===== config.mk =====
export PLATFORM = sky130hd
export DESIGN_NAME = ring_router_vc
export DESIGN_NICKNAME = d
export VERILOG_FILES = /design/src/rtl/ring_router_vc.sv
export SDC_FILE = /design/constraint.sdc
export NUM_CORES = 1
export LEC_CHECK = 0
export CAP_MARGIN = 20
export CORE_AREA = 2 2 106 108
export CTS_CLUSTER_DIAMETER = 60
export DETAILED_ROUTE_END_ITERATION = 8
export DIE_AREA = 0 0 108 110
export GPL_TIMING_DRIVEN = 0
export PLACE_DENSITY = 0.63
export SYNTH_ARGS = -nofsm -noshare
export SYNTH_HDL_FRONTEND = slang
export SYNTH_SLANG_ARGS = --single-unit

===== constraint.sdc =====
create_clock -name clk -period 2.9 [get_ports clk]
set_input_delay 0.29 -clock clk [delete_from_list [all_inputs] [get_ports clk]]
set_output_delay 0.29 -clock clk [all_outputs]
set_load 0.005 [all_outputs]

===== src/rtl/ring_router_vc.sv =====
`default_nettype none
// ============================================================================
//  Module      : ring_router_vc
//  Description : Bidirectional ring router with NUM_VC packet slots on each of
//                the left, right and host inputs. Left input goes right and
//                right input goes left. Host injections take the shorter ring
//                direction. Packets addressed to this router are ejected to the
//                host. Each output has a 1-bit round-robin arbiter.
//  Revision    : 1.0 - initial release
// ============================================================================
module ring_router_vc #(
  parameter int ROUTER_ID   = 0,
  parameter int PACKET_SIZE = 8,
  parameter int ROUTER_BITS = 2,
  parameter int NUM_VC      = 2
) (
  input  logic                   clk,
  input  logic                   rst,
  input  logic [PACKET_SIZE-1:0] left_data_in,
  input  logic                   left_enable_in,
  input  logic                   left_in_buffer_full,
  output logic                   left_out_buffer_full,
  output logic [PACKET_SIZE-1:0] left_data_out,
  output logic                   left_enable_out,
  input  logic [PACKET_SIZE-1:0] right_data_in,
  input  logic                   right_enable_in,
  input  logic                   right_in_buffer_full,
  output logic                   right_out_buffer_full,
  output logic [PACKET_SIZE-1:0] right_data_out,
  output logic                   right_enable_out,
  input  logic [PACKET_SIZE-1:0] host_data_in,
  input  logic                   host_enable_in,
  output logic                   host_out_buffer_full,
  output logic [PACKET_SIZE-1:0] host_data_out,
  output logic                   host_enable_out
);

  localparam int                     NUM_ROUTERS = 2 ** ROUTER_BITS;
  localparam logic [ROUTER_BITS-1:0] MY_ID       = ROUTER_BITS'(ROUTER_ID);
  localparam logic [ROUTER_BITS:0]   HALF_DIST   = (ROUTER_BITS+1)'(NUM_ROUTERS / 2);

  typedef logic [NUM_VC-1:0]                  mask_t;
  typedef logic [PACKET_SIZE-1:0]             pkt_t;
  typedef logic [NUM_VC-1:0][PACKET_SIZE-1:0] slots_t;

  // One-hot of the lowest set bit (all zero when nothing is set)
  function automatic mask_t lowest1(input mask_t m);
    mask_t r;
    logic  found;
    r     = '0;
    found = 1'b0;
    for (int i = 0; i < NUM_VC; i++) begin
      if (m[i] && !found) begin
        r[i]  = 1'b1;
        found = 1'b1;
      end
    end
    return r;
  endfunction

  // AND-OR mux of the slot selected by a one-hot mask
  function automatic pkt_t pick(input mask_t oh, input slots_t s);
    pkt_t r;
    r = '0;
    for (int i = 0; i < NUM_VC; i++) begin
      r = r | (s[i] & {PACKET_SIZE{oh[i]}});
    end
    return r;
  endfunction

  // Clockwise distance from this router to the packet destination
  function automatic logic [ROUTER_BITS-1:0] host_dist(input pkt_t p);
    return p[ROUTER_BITS-1:0] - MY_ID;
  endfunction

  // Slot state
  mask_t  left_vld_q, right_vld_q, host_vld_q;
  mask_t  left_vld_d, right_vld_d, host_vld_d;
  slots_t left_pkt_q, right_pkt_q, host_pkt_q;
  mask_t  left_wr, right_wr, host_wr;
  mask_t  left_clr, right_clr, host_clr;

  // Routing masks: <source>_to_<output>
  mask_t left_to_host, left_to_right;
  mask_t right_to_host, right_to_left;
  mask_t host_to_host, host_to_right, host_to_left;

  // Per-output arbitration results
  logic  rout_grant, rout_sel_b, rr_right_q, rr_right_d;
  mask_t rout_oh_a, rout_oh_b, rout_clr_a, rout_clr_b;
  pkt_t  rout_pkt;
  logic  lout_grant, lout_sel_b, rr_left_q, rr_left_d;
  mask_t lout_oh_a, lout_oh_b, lout_clr_a, lout_clr_b;
  pkt_t  lout_pkt;
  logic  hout_grant, hout_sel_b, rr_host_q, rr_host_d;
  mask_t hout_oh_a, hout_oh_b, hout_oh_c, hout_clr_a, hout_clr_b, hout_clr_c;
  pkt_t  hout_pkt;

  // Registered outputs
  pkt_t left_data_q, right_data_q, host_data_q;
  logic left_en_q, right_en_q, host_en_q;

  assign left_out_buffer_full  = &left_vld_q;
  assign right_out_buffer_full = &right_vld_q;
  assign host_out_buffer_full  = &host_vld_q;

  // Classify every valid slot by the one output it targets
  always_comb begin
    left_to_host  = '0;
    left_to_right = '0;
    right_to_host = '0;
    right_to_left = '0;
    host_to_host  = '0;
    host_to_right = '0;
    host_to_left  = '0;
    for (int i = 0; i < NUM_VC; i++) begin
      if (left_vld_q[i]) begin
        if (left_pkt_q[i][ROUTER_BITS-1:0] == MY_ID) left_to_host[i]  = 1'b1;
        else                                         left_to_right[i] = 1'b1;
      end
      if (right_vld_q[i]) begin
        if (right_pkt_q[i][ROUTER_BITS-1:0] == MY_ID) right_to_host[i] = 1'b1;
        else                                          right_to_left[i] = 1'b1;
      end
      if (host_vld_q[i]) begin
        if (host_dist(host_pkt_q[i]) == '0)
          host_to_host[i] = 1'b1;
        else if ({1'b0, host_dist(host_pkt_q[i])} <= HALF_DIST)
          host_to_right[i] = 1'b1;
        else
          host_to_left[i] = 1'b1;
      end
    end
  end

  // Right output: sources {left, host}, pointer 0 favours left
  always_comb begin
    rout_oh_a  = lowest1(left_to_right);
    rout_oh_b  = lowest1(host_to_right);
    rout_grant = !right_in_buffer_full && ((|left_to_right) || (|host_to_right));
    rout_sel_b = ((|left_to_right) && (|host_to_right)) ? rr_right_q : (|host_to_right);
    rout_pkt   = rout_sel_b ? pick(rout_oh_b, host_pkt_q) : pick(rout_oh_a, left_pkt_q);
    rout_clr_a = (rout_grant && !rout_sel_b) ? rout_oh_a : '0;
    rout_clr_b = (rout_grant &&  rout_sel_b) ? rout_oh_b : '0;
    rr_right_d = rout_grant ? !rout_sel_b : rr_right_q;
  end

  // Left output: sources {right, host}, pointer 0 favours right
  always_comb begin
    lout_oh_a  = lowest1(right_to_left);
    lout_oh_b  = lowest1(host_to_left);
    lout_grant = !left_in_buffer_full && ((|right_to_left) || (|host_to_left));
    lout_sel_b = ((|right_to_left) && (|host_to_left)) ? rr_left_q : (|host_to_left);
    lout_pkt   = lout_sel_b ? pick(lout_oh_b, host_pkt_q) : pick(lout_oh_a, right_pkt_q);
    lout_clr_a = (lout_grant && !lout_sel_b) ? lout_oh_a : '0;
    lout_clr_b = (lout_grant &&  lout_sel_b) ? lout_oh_b : '0;
    rr_left_d  = lout_grant ? !lout_sel_b : rr_left_q;
  end

  // Host output: ring sources {left, right} round-robin; host loopback is
  // served only in cycles where no ring packet is ejecting, and it does not
  // disturb the pointer, so ring traffic keeps its fairness guarantee.
  always_comb begin
    hout_oh_a  = lowest1(left_to_host);
    hout_oh_b  = lowest1(right_to_host);
    hout_oh_c  = lowest1(host_to_host);
    hout_sel_b = ((|left_to_host) && (|right_to_host)) ? rr_host_q : (|right_to_host);
    hout_clr_a = '0;
    hout_clr_b = '0;
    hout_clr_c = '0;
    hout_pkt   = '0;
    rr_host_d  = rr_host_q;
    hout_grant = 1'b0;
    if ((|left_to_host) || (|right_to_host)) begin
      hout_grant = 1'b1;
      rr_host_d  = !hout_sel_b;
      if (hout_sel_b) begin
        hout_pkt   = pick(hout_oh_b, right_pkt_q);
        hout_clr_b = hout_oh_b;
      end else begin
        hout_pkt   = pick(hout_oh_a, left_pkt_q);
        hout_clr_a = hout_oh_a;
      end
    end else if (|host_to_host) begin
      hout_grant = 1'b1;
      hout_pkt   = pick(hout_oh_c, host_pkt_q);
      hout_clr_c = hout_oh_c;
    end
  end

  // Capture into the lowest free slot; granted slots are released this edge
  always_comb begin
    left_wr    = (left_enable_in  && !left_out_buffer_full)  ? lowest1(~left_vld_q)  : '0;
    right_wr   = (right_enable_in && !right_out_buffer_full) ? lowest1(~right_vld_q) : '0;
    host_wr    = (host_enable_in  && !host_out_buffer_full)  ? lowest1(~host_vld_q)  : '0;
    left_clr   = rout_clr_a | hout_clr_a;
    right_clr  = lout_clr_a | hout_clr_b;
    host_clr   = rout_clr_b | lout_clr_b | hout_clr_c;
    left_vld_d  = (left_vld_q  & ~left_clr)  | left_wr;
    right_vld_d = (right_vld_q & ~right_clr) | right_wr;
    host_vld_d  = (host_vld_q  & ~host_clr)  | host_wr;
  end

  // Slot valid bits and packet storage for all three inputs
  always_ff @(posedge clk or posedge rst) begin
    if (rst) begin
      left_vld_q  <= '0;
      right_vld_q <= '0;
      host_vld_q  <= '0;
      left_pkt_q  <= '0;
      right_pkt_q <= '0;
      host_pkt_q  <= '0;
    end else begin
      left_vld_q  <= left_vld_d;
      right_vld_q <= right_vld_d;
      host_vld_q  <= host_vld_d;
      for (int i = 0; i < NUM_VC; i++) begin
        if (left_wr[i])  left_pkt_q[i]  <= left_data_in;
        if (right_wr[i]) right_pkt_q[i] <= right_data_in;
        if (host_wr[i])  host_pkt_q[i]  <= host_data_in;
      end
    end
  end

  // Round-robin pointers
  always_ff @(posedge clk or posedge rst) begin
    if (rst) begin
      rr_right_q <= 1'b0;
      rr_left_q  <= 1'b0;
      rr_host_q  <= 1'b0;
    end else begin
      rr_right_q <= rr_right_d;
      rr_left_q  <= rr_left_d;
      rr_host_q  <= rr_host_d;
    end
  end

  // Output registers: enable pulses on grant, data holds when idle
  always_ff @(posedge clk or posedge rst) begin
    if (rst) begin
      left_data_q  <= '0;
      right_data_q <= '0;
      host_data_q  <= '0;
      left_en_q    <= 1'b0;
      right_en_q   <= 1'b0;
      host_en_q    <= 1'b0;
    end else begin
      left_en_q  <= lout_grant;
      right_en_q <= rout_grant;
      host_en_q  <= hout_grant;
      if (lout_grant) left_data_q  <= lout_pkt;
      if (rout_grant) right_data_q <= rout_pkt;
      if (hout_grant) host_data_q  <= hout_pkt;
    end
  end

  assign left_data_out    = left_data_q;
  assign right_data_out   = right_data_q;
  assign host_data_out    = host_data_q;
  assign left_enable_out  = left_en_q;
  assign right_enable_out = right_en_q;
  assign host_enable_out  = host_en_q;

endmodule
`default_nettype wire


After elaboration in Yosys (flattened, before gate mapping)
Index checks and enable logic that the tools add are counted.
Operators by class
  order comparisons: 2
  multiplexer cells: 75
  bitwise logic cells: 37
  reductions and logical operators: 59
Operator list (count)
  $and A8 B8 Y8: 14
  $mux W1: 57
  $or A8 B8 Y8: 7
  $mux W8: 5
  $mux W2: 13
  $logic_and A1 B1 Y1: 22
  $logic_not A1 Y1: 18
  $or A2 B2 Y2: 7
  $reduce_or A2 Y1: 7
  $logic_not A2 Y1: 6
  $not A2 Y2: 6
  $and A2 B2 Y2: 3
  $reduce_and A2 Y1: 3
  $le A2 B2 Y1 const B: 2
  $logic_or A1 B1 Y1: 3
Word-level totals
  register bits after elaboration: 84
  input port bits: 31
  output and inout bits: 30
  logic and storage cells: 191

Longest topological paths before layout
Gate-level depths: netlist of the first run.
  word-level depth: 14
  gate-level depth with buffers: 7
  mapped depth without buffers: 6

Worst setup path after synthesis of the first run
Ideal clock, no wire load.
  path type: register to register
  from: register host_pkt_q[8] in the netlist's numbering
  to: register right_data_q[1], in the netlist right_data_out[1]
  library setup time: 126 ps
  arrival: 1727 ps
  data required time: 2774 ps
  path slack: 1047 ps
  stages on the path, launching flop included: 8
  buffers on the path: 1
  period minus slack after synthesis: 1853 ps
  path through: dfrtp_1 inv_1 ha_1 a22oi_1 a31o_2 clkbuf_1 a22o_1 a221o_1
On the way
  cells in the longest elaborated chain, start to end: 9
  elaborated cells between the ends (all ways): 15
  classes of those cells: 1 x order compare; 6 x mux; 2 x bitwise; 6 x reduce/logical
RTL lines
  start, declared: line 79  | slots_t left_pkt_q, right_pkt_q, host_pkt_q;
  start signal, assigned by index: line 220  | if (host_wr[i]) host_pkt_q[i] <= host_data_in;
  $le A2 B2 Y1: line 128  | else if ({1'b0, host_dist(host_pkt_q[i])} <= HALF_DIST)
  $mux W1: line 128
  $mux W1 (*): line 126  | if (host_dist(host_pkt_q[i]) == '0)
  $mux W1 (*): line 125  | if (host_vld_q[i]) begin
  $logic_and A1 B1 Y1: line 53  | if (m[i] && !found) begin
  $mux W1: line 53
  $and A8 B8 Y8: line 66  | r = r | (s[i] & {PACKET_SIZE{oh[i]}});
  $or A8 B8 Y8: line 66
  $mux W8: line 142  | rout_pkt = rout_sel_b ? pick(rout_oh_b, host_pkt_q) : pick(rout_oh_a, left_pkt_q);
  end signal, assigned: line 252  | if (rout_grant) right_data_q <= rout_pkt;
  end, declared: line 100  | pkt_t left_data_q, right_data_q, host_data_q;
Mark *: on every way between the ends. The rest lies on a longest branch, timed or not.
A chain may end at the register's enable or synchronous reset.

Final worst setup path of the first run
  from: register left_vld_q[0]
  to: output left_out_buffer_full
On the way
  cells in the longest elaborated chain, start to end: 1
RTL lines
  start, declared: line 77  | mask_t left_vld_q, right_vld_q, host_vld_q;
  start signal, assigned: line 214  | left_vld_q <= left_vld_d;
  $reduce_and A2 Y1: line 103  | assign left_out_buffer_full = &left_vld_q;
  end, declared: line 22  | output logic left_out_buffer_full,
No other way between the ends.

==> results.md, run 1 <==
- Outcome: finished, final reports clean
- Peak supply drop: roughly 0.52 mV
- Worst R2R Path Depth: 6
- Initial Util: ~40%
- Top_reg_cell synth: dfrtp_1
- Setup CP Type: reg2out
- Kind of end point of the critical path: primary output
- GRT overflow: 0
- Pin count of the biggest net entering global routing: 61
- Final setup violation count: 0
- Final Hold Fails: 0
- Mapped Avg Cell Area: 11.4 um^2
- Fillers: 1003
- EDFF count, synth: 0
- Crit path DAT: 1940 ps
- Worst Path Max Fanout: 10
- Initial DRT Pass Iterations: 4
- Post-route ant nets: 0
- Total global-route track usage: 19.2%
- TritonCTS clock tree: built
- H-tree depth: 3
- Sequential area share after synthesis: 48.9%
- Yosys warns: 0
- Clock transition at path regs: 90 ps
- Finished Core Util: 49.7%
- Critical Path Source Type: flip-flop
- Flop2flop setup slack: 740 ps
- Final nets: 485
- Top cells by count, synth: dfrtp_1 (84), mux2_2 (48), o21ai_0 (25)
- Violation count after the first detailed-route iteration: 156
- Most frequent cell after synthesis: dfrtp_1
- Clk Tree Root Cell: clkbuf_8
- Synth top area cells: dfrtp_1 (49%), mux2_2 (13%), a221o_1 (3.5%)
- Core ar.: between 10000 and 15000 um^2
- Asr flop ratio synth: 100%
- Ratio of cells with drive above 1 in the final layout: roughly a fifth
- Setup Fix Bufs, Post-CTS: 0
- First-pass GRT wire length: ~18000 um
- Die Y: 110 um
- Final setup margin: 669 ps
- Fin area: 5310 um^2
- Ant diodes: 0
- CTS sink count: 84
- IO Port Bufs: 60
- Number of global-route vias before repair: roughly 3300
- Final worst path period need: 2230 ps
- Synth cell types: 51
- Mapped Cells: roughly 380
- Pre-CTS setup slack: 767 ps
- Yosys top cell by area: dfrtp_1
- Reg-to-Reg Start: host_pkt_q[9]
- Skew-Pair Late Insertion Delay: 370 ps
- Final setup skew: 12.5 ps
- Die ar.: between 10000 and 15000 um^2
- Fmax: about 0.45 GHz
- RSZ-0062 raised after global routing: false
- Worst-margin pin slew: 860 ps
- PostCTS Resize Cnt: 0
- DR WL/cell: between 15 and 20 um
- # DRC: 0
- Final hold slack: ~260 ps
- Setup crit start: left_vld_q[0]
- Dpl hpwl: 7930 um
- Dpl cell area: 5100 um^2
- CTS Buf Count: 9
- GP Congestion: 0.822
- # Max-Cap Violations: 0
- Final period util: 76.9%
- Layout area overhead: 23.6%
- Synthesized net count: 413
- Syn Std Cell Area: 4300 um^2
- CTS max path bufs: 2
- Pwr Density: between 1000 and 1500 nW/um^2
- Post-synthesis register bit count: 84
- Routed vias/inst: 5.60
- Req. time, crit path: 2610 ps
- Max-slew violation count: 0
- LEAKAGE: about 2.2 nW
- Slew headroom: 42.5%
- Setup TNS Final: 0 ps
- Routed WL: 10800 um
- Synth top area share: approximately 49%
- Die X: about 110 um
- Initial antenna violation count: 0
- IO Pins: 61
- Reg-to-reg endpoint: right_data_out[3]
- Type of the worst min-delay path: in2async
- Vias: roughly 3300
- CTS Hold Bufs: 0
- Core Rows: 38
-- worst max-delay path: stages (launching register included) --
cell and delay [ps]:
dfrtp_1 500, clkbuf_1 370, and2_1 210, clkdlybuf4s50_1 500
-- logic make-up after synthesis --
kind of cell               synth area share (%)
adders and majority gates                  1.16
muxes                                      13.3
DFF                                        48.9
AOI/OAI and AO/OA                          20.7
buffers and inverters                      3.90
and+or+nand+nor                            12.1
-- report_power, final --
group / internal [mW] / switching, mW / total (mW)
Combinational: 1.57 / 1.41 / 2.99
Sequential: 1.78 / 0.585 / 2.36
Clock: 0.429 / 0.454 / 0.883
-- through the flow --
stage | cells | power (mW)
finish | 595 | 6.23
detailed placement | 579 | 5.36
floorplan | 378 | 4.25
CTS | 595 | 6.26
global route | 595 | 6.70
global placement | 578 | 5.28
-- how the worst max path moves through the flow --
stage	end	slack (ps)	cells past startpoint
after floorplan	host_data_out[0]	440	1
after global placement	left_pkt_q[6]	-920	2
after detailed placement	right_data_out[0]	770	7
after CTS	left_out_buffer_full	670	3
after global routing	left_out_buffer_full	590	3
final	left_out_buffer_full	670	3
-- per-layer routing --
metal | vias up | share of wire, % | track usage (%)
li1 | 1588 | - | -
met1 | 1637 | 44 | 24.6
met2 | 95 | 49 | 32.1
met3 | 12 | 5.7 | 4.70
met4 | 0 | 1.2 | 6.32
met5 | - | 0 | 0
-- flip-flops by register name, indices dropped and copies added (netlist names) --
name and count:
host_pkt_q 16, host_vld_q 2, host_enable_out 1, rr_left_q 1, left_data_out 8, left_enable_out 1, rr_right_q 1, right_vld_q 2
right_pkt_q 16, left_vld_q 2, rr_host_q 1, left_pkt_q 16, right_data_out 8, right_enable_out 1, host_data_out 8
-- cells in the final DEF (no fill, tap or decap), types with 8 or more instances in the layout --
master,instances
mux2_2,48
o2bb2ai_1,8
clkdlybuf4s50_1,60
nor2_1,20
o21ai_0,25
buf_2,8
a221o_1,15
dfrtp_1,84
clkbuf_8,10
clkbuf_1,11
nand2_1,12
inv_1,18
nor3_1,12
a32oi_1,8
a32o_1,8
-- layout make-up --
cell class / count / area (um^2) / share of cell area [%]
inverters: 19 / 73.8 / 1.39
clock inverters: 6 / 71.3 / 1.34
repair buffers: 61 / 628 / 11.8
well taps: 140 / 175 / 3.30
plain buffers: 21 / 96.3 / 1.81
clock buffers: 10 / 138 / 2.59
flip-flops and latches: 84 / 2100 / 39.6
multi-input cells: 254 / 2030 / 38.2
(Power assumes the default switching activity.)
==> inputs of run 2 (changes only) <==
PLACE_DENSITY = 0.65   (was 0.63)
clock period = 2 ns   (was 2.9 ns; I/O delays follow)
==> results.md, run 2 (synthesized netlist as in run 1, its figures left out) <==
- IO Pins: between 60 and 70
- Worst-margin pin slew: around 800 ps
- Final setup violation count: 0
- Regs by FF count: host_pkt_q: 16 flops, left_pkt_q: 16 flops, right_pkt_q: 16 flops
- Finished Core Util: 50.1%
- # DRC: 0
- CTS max path bufs: 2
- Final Hold Fails: 0
- Initial DRT Pass Iterations: 4
- Outcome: finished, final reports clean
- Seq pwr share: approximately 38%
- Total global-route track usage: approximately a fifth
- Worst R2R Path Depth: 5
- Total power: 9.10 mW
- Dpl cell area: 5120 um^2
- Type of the worst min-delay path: in2async
- Req. time, crit path: 1800 ps
- Comb power frac: 48.6%
- Flop2flop setup slack: 100 ps
- P_int: 5.53 mW
- Pwr Density: 1700 nW/um^2
- Crit path DAT: 1710 ps
- Clock transition at path regs: 90 ps
- Critical Path Source Type: flip-flop
- Most frequent cells in the layout: dfrtp_1 (79), clkdlybuf4s50_1 (60), mux2_2 (48)
- Post-route ant nets: 0
- Final hold slack: ~150 ps
- IO Port Bufs: 60
- Violation count after the first detailed-route iteration: 195
- Die ar.: 11900 um^2
- Fillers: 978
- Pre-CTS setup slack: -123 ps
- Clock network power share: 13.7%
- Initial Util: 40.2%
- RSZ-0062 raised after global routing: false
- Kind of end point of the critical path: primary output
- Dpl hpwl: 8000 um
- H-tree depth: 3
- Die Y: approximately 110 um
- Peak supply drop: 0.855 mV
- Final period util: 95.6%
- Multi-input logic area: 2040 um^2
- Post-Layout Cell Count: about 600
- Reg area: 2110 um^2
- Ratio of cells with drive above 1 in the final layout: 22.4%
- Final worst path period need: 1910 ps
- Clk Tree Root Cell: clkbuf_8
- CTS sink count: 84
- Placed insts: 580
- Max-slew violation count: 0
- DR WL/cell: 18.2 um
- LEAKAGE: 2.26 nW
- Routed WL: roughly 11000 um
- First-pass GRT wire length: 17600 um
- GRT overflow: 0
- Final nets: 487
- Core Rows: 38
- Worst Path Max Fanout: 10
- Final setup skew: 11.5 ps
- Vias: 3418
- Core ar.: 10700 um^2
- Pin count of the biggest net entering global routing: 40
- Fmax: 0.523 GHz
- Fin area: 5360 um^2
- TritonCTS clock tree: built
- Slew headroom: 46.7%
- Die X: 108 um
- Setup TNS Final: 0 ps
- Initial antenna violation count: 0
- Setup CP Type: reg2out
- Routed vias/inst: ~5.7
- Sw power: 3.56 mW
- Skew-Pair Late Insertion Delay: 360 ps
- Switch share: 39.2%
- Ant diodes: 0
- Commonest non-fill, non-tap cell in the layout: dfrtp_1
- Number of global-route vias before repair: 3335
- GP Congestion: 0.826
- Final setup margin: 88.5 ps
- CTS Buf Count: 9
- CTS Hold Bufs: 0
- Layout area overhead: 24.6%
- # Max-Cap Violations: 0
-- run 2: cell types whose count changed in the layout (fill, tap and decap cells not counted), sizes merged --
cell      previous run  this run
buf                 11        15
clkbuf              21        19
clkinv               1         3
inv                 21        19
clkinvlp             2         1
-- run 2: power groups by stage --
stage | combinational, mW | clock (mW) | sequential [mW]
2_1_floorplan | 2.99 | 0 | 3.18
3_3_place_gp | 4.25 | 0 | 3.40
3_5_place_dp | 4.34 | 0 | 3.45
4_1_cts | 4.37 | 1.27 | 3.42
5_1_grt | 4.85 | 1.35 | 3.55
6_report | 4.42 | 1.25 | 3.43
-- run 2: worst paths after layout --
check,from,end
max,left_vld_q[0],left_out_buffer_full
min,rst,right_pkt_q[1]
max reg2reg,left_pkt_q[8],host_data_out[4]
min reg2reg,rr_left_q,rr_left_q
max in group asynchronous,rst,left_vld_q[0]
min in group clk,left_data_in[5],left_pkt_q[13]
-- run 2: area by class of cell --
class,count,area share (%)
flip-flops and latches,84,39.4
multi-input cells,254,38.1
repair buffers,65,12.4
well taps,140,3.27
clock buffers,10,2.57
plain buffers,19,1.75
inverters,19,1.40
clock inverters,5,1.14
-- run 2: per-layer routing --
metal	up-vias	GRT usage, %	routed length [um]
met2	104	31.9	5190
met5	-	0	0
met4	0	4.58	186
met1	1702	25.6	4890
met3	19	4.35	559
li1	1593	-	-
-- run 2: worst max-delay path, stage by stage (launching register included) --
cell and delay [ps]:
dfrtp_2 440, clkbuf_2 240, and2_1 170, clkdlybuf4s50_1 500
-- run 2: what timing repair did --
| action | 4_1_cts | 5_1_grt |
|---|---|---|
| setup buffers | 0 | 3 |
| pin swaps | 0 | 2 |
| endpoints found under the setup margin | 14 | 21 |
| resized for setup | 7 | 5 |
| gates cloned | 0 | 0 |
==> inputs of run 3 (changes only) <==
PLACE_DENSITY = 0.63   (was 0.65)
clock period = 2.2 ns   (was 2 ns; I/O delays follow)
==> results.md, run 3 (synthesized netlist as in run 1, its figures left out) <==
- Outcome: finished, final reports clean
- RSZ-0062 raised after global routing: false
- CP max stage delay: 430 ps
- Core Rows: 38
- Placed insts: 580
- Commonest non-fill, non-tap cell in the layout: dfrtp_1
- Final setup skew: 6.64 ps
- Final Hold Fails: 0
- Initial antenna violation count: 0
- Post-route ant nets: 0
- Number of global-route vias before repair: 3323
- Finished Core Util: roughly half
- IO Port Bufs: 60
- Final setup margin: 118 ps
- TritonCTS clock tree: built
- Critical Path Stages: 7
- Slew headroom: between 40% and 50%
- CP Cell Sequence: inv_1, ha_1, a22oi_1, a31o_2, clkbuf_1, a22o_1, a221o_1
- GRT overflow: 0
- Worst Path Max Fanout: 9
- Fin area: 5310 um^2
- # Max-Cap Violations: 0
- Routed vias/inst: 5.63
- Slowest CP cell: dfrtp_2
- Final hold slack: 215 ps
- GP Congestion: 0.801
- Setup TNS Final: 0 ps
- WP buf/inv: 2
- Initial DRT Pass Iterations: 5
- Peak supply drop: 0.585 mV
- H-tree depth: 3
- First-pass GRT wire length: 17700 um
- Reg-to-Reg Start: host_pkt_q[9]
- LEAKAGE: around 2.2 nW
- Setup CP Type: reg2reg
- Setup crit end: right_data_out[0]
- Max-slew violation count: 0
- Fillers: 997
- Worst R2R Path Depth: 7
- Vias: 3358
- Final worst path period need: about 2100 ps
- Post-Layout Cell Count: 596
- Initial Util: 40.2%
- Dpl hpwl: just over 8000 um
- Total global-route track usage: around 19%
- Dpl cell area: 5120 um^2
- Final period util: between 90 and 100%
- Final setup violation count: 0
- IO Pins: 61
- Delay-heaviest family, CP: compound AO/OA/AOI/OAI gates
- CTS max path bufs: 2
- CTS Buf Count: 9
- Final nets: 486
- Routed WL: 10800 um
- Req. time, crit path: roughly 2400 ps
- Die ar.: about 12000 um^2
- Clk Tree Root Cell: clkbuf_8
- Die X: 108 um
- Ant diodes: 0
- Die Y: between 100 and 150 um
- # DRC: 0
- Most frequent cells in the layout: dfrtp_1 (80), clkdlybuf4s50_1 (60), mux2_2 (48)
- Pre-CTS setup slack: slightly below 60 ps
- Setup Fix Bufs, Post-CTS: 0
- Regs by FF count: host_pkt_q: 16 flops, left_pkt_q: 16 flops, right_pkt_q: 16 flops
- Reg-to-reg endpoint: right_data_out[0]
- Violation count after the first detailed-route iteration: 212
- CTS Hold Bufs: 0
- Fmax: 0.480 GHz
- Critical Path Source Type: flip-flop
- Total power: 8.17 mW
- Layout area overhead: 23.6%
- Flop2flop setup slack: between 100 and 150 ps
- Kind of end point of the critical path: flip-flop
- Setup crit start: host_pkt_q[9]
- Pin count of the biggest net entering global routing: 44
- PostCTS Resize Cnt: 0
- Type of the worst min-delay path: in2async
- Pwr Density: 1540 nW/um^2
- DR WL/cell: 18.1 um
- Ratio of cells with drive above 1 in the final layout: between 20% and 30%
- CTS sink count: 84
- Crit path DAT: roughly 2300 ps
- Core ar.: around 11000 um^2
- Worst-margin pin slew: between 800 and 900 ps
- Clock transition at path regs: around 80 ps
- Skew-Pair Late Insertion Delay: 350 ps
## run 3: cell count changes in the layout (fill, tap and decap cells not counted), moves of 2 or more
cell	delta
clkinv_4	-2
clkinvlp_4	+2
buf_4	-4
clkbuf_1	+6
## run 3: worst register-to-register path: cells and delay by family (launching register included)
family	cells	cell delay [ps]
flip-flops	1	430
AO/OA/AOI/OAI	4	930
adder cells (fa/ha/maj)	1	330
buffers and inverters	2	280
## run 3: worst min-delay path by stage
stage	from	endpoint	slack, ps
after global routing	rst	right_pkt_q[4]	240
after CTS	rst	right_vld_q[1]	220
after detailed placement	host_data_out[6]	host_data_out[6]	510
final	rst	right_vld_q[1]	220
after floorplan	left_in_buffer_full	rr_left_q	320
after global placement	rr_left_q	rr_left_q	490
## run 3: routing by layer
metal	part of all wire, %	GRT usage (%)	up-vias
li1	-	-	1582
met3	4.5	4.47	15
met2	49	32.3	95
met1	45	25.2	1666
met5	0	0	-
met4	1.5	5.13	0
## run 3: where the power goes
part           total (mW)  switching, mW  internal [mW]
Clock                1.08          0.556          0.525
Sequential           3.13          0.773           2.35
Combinational        3.96           1.88           2.08
Total                8.17           3.21           4.96
## run 3: area by class of cell
| class | count | area, um^2 | area share, % |
|---|---|---|---|
| tap | 140 | 175 | 3.30 |
| clock buffer | 12 | 135 | 2.54 |
| inverter | 19 | 75.1 | 1.41 |
| clock inverter | 4 | 50.0 | 0.942 |
| multi-input combinational | 254 | 2030 | 38.2 |
| sequential | 84 | 2110 | 39.7 |
| timing repair buffer | 62 | 641 | 12.1 |
| buffer | 21 | 97.6 | 1.84 |
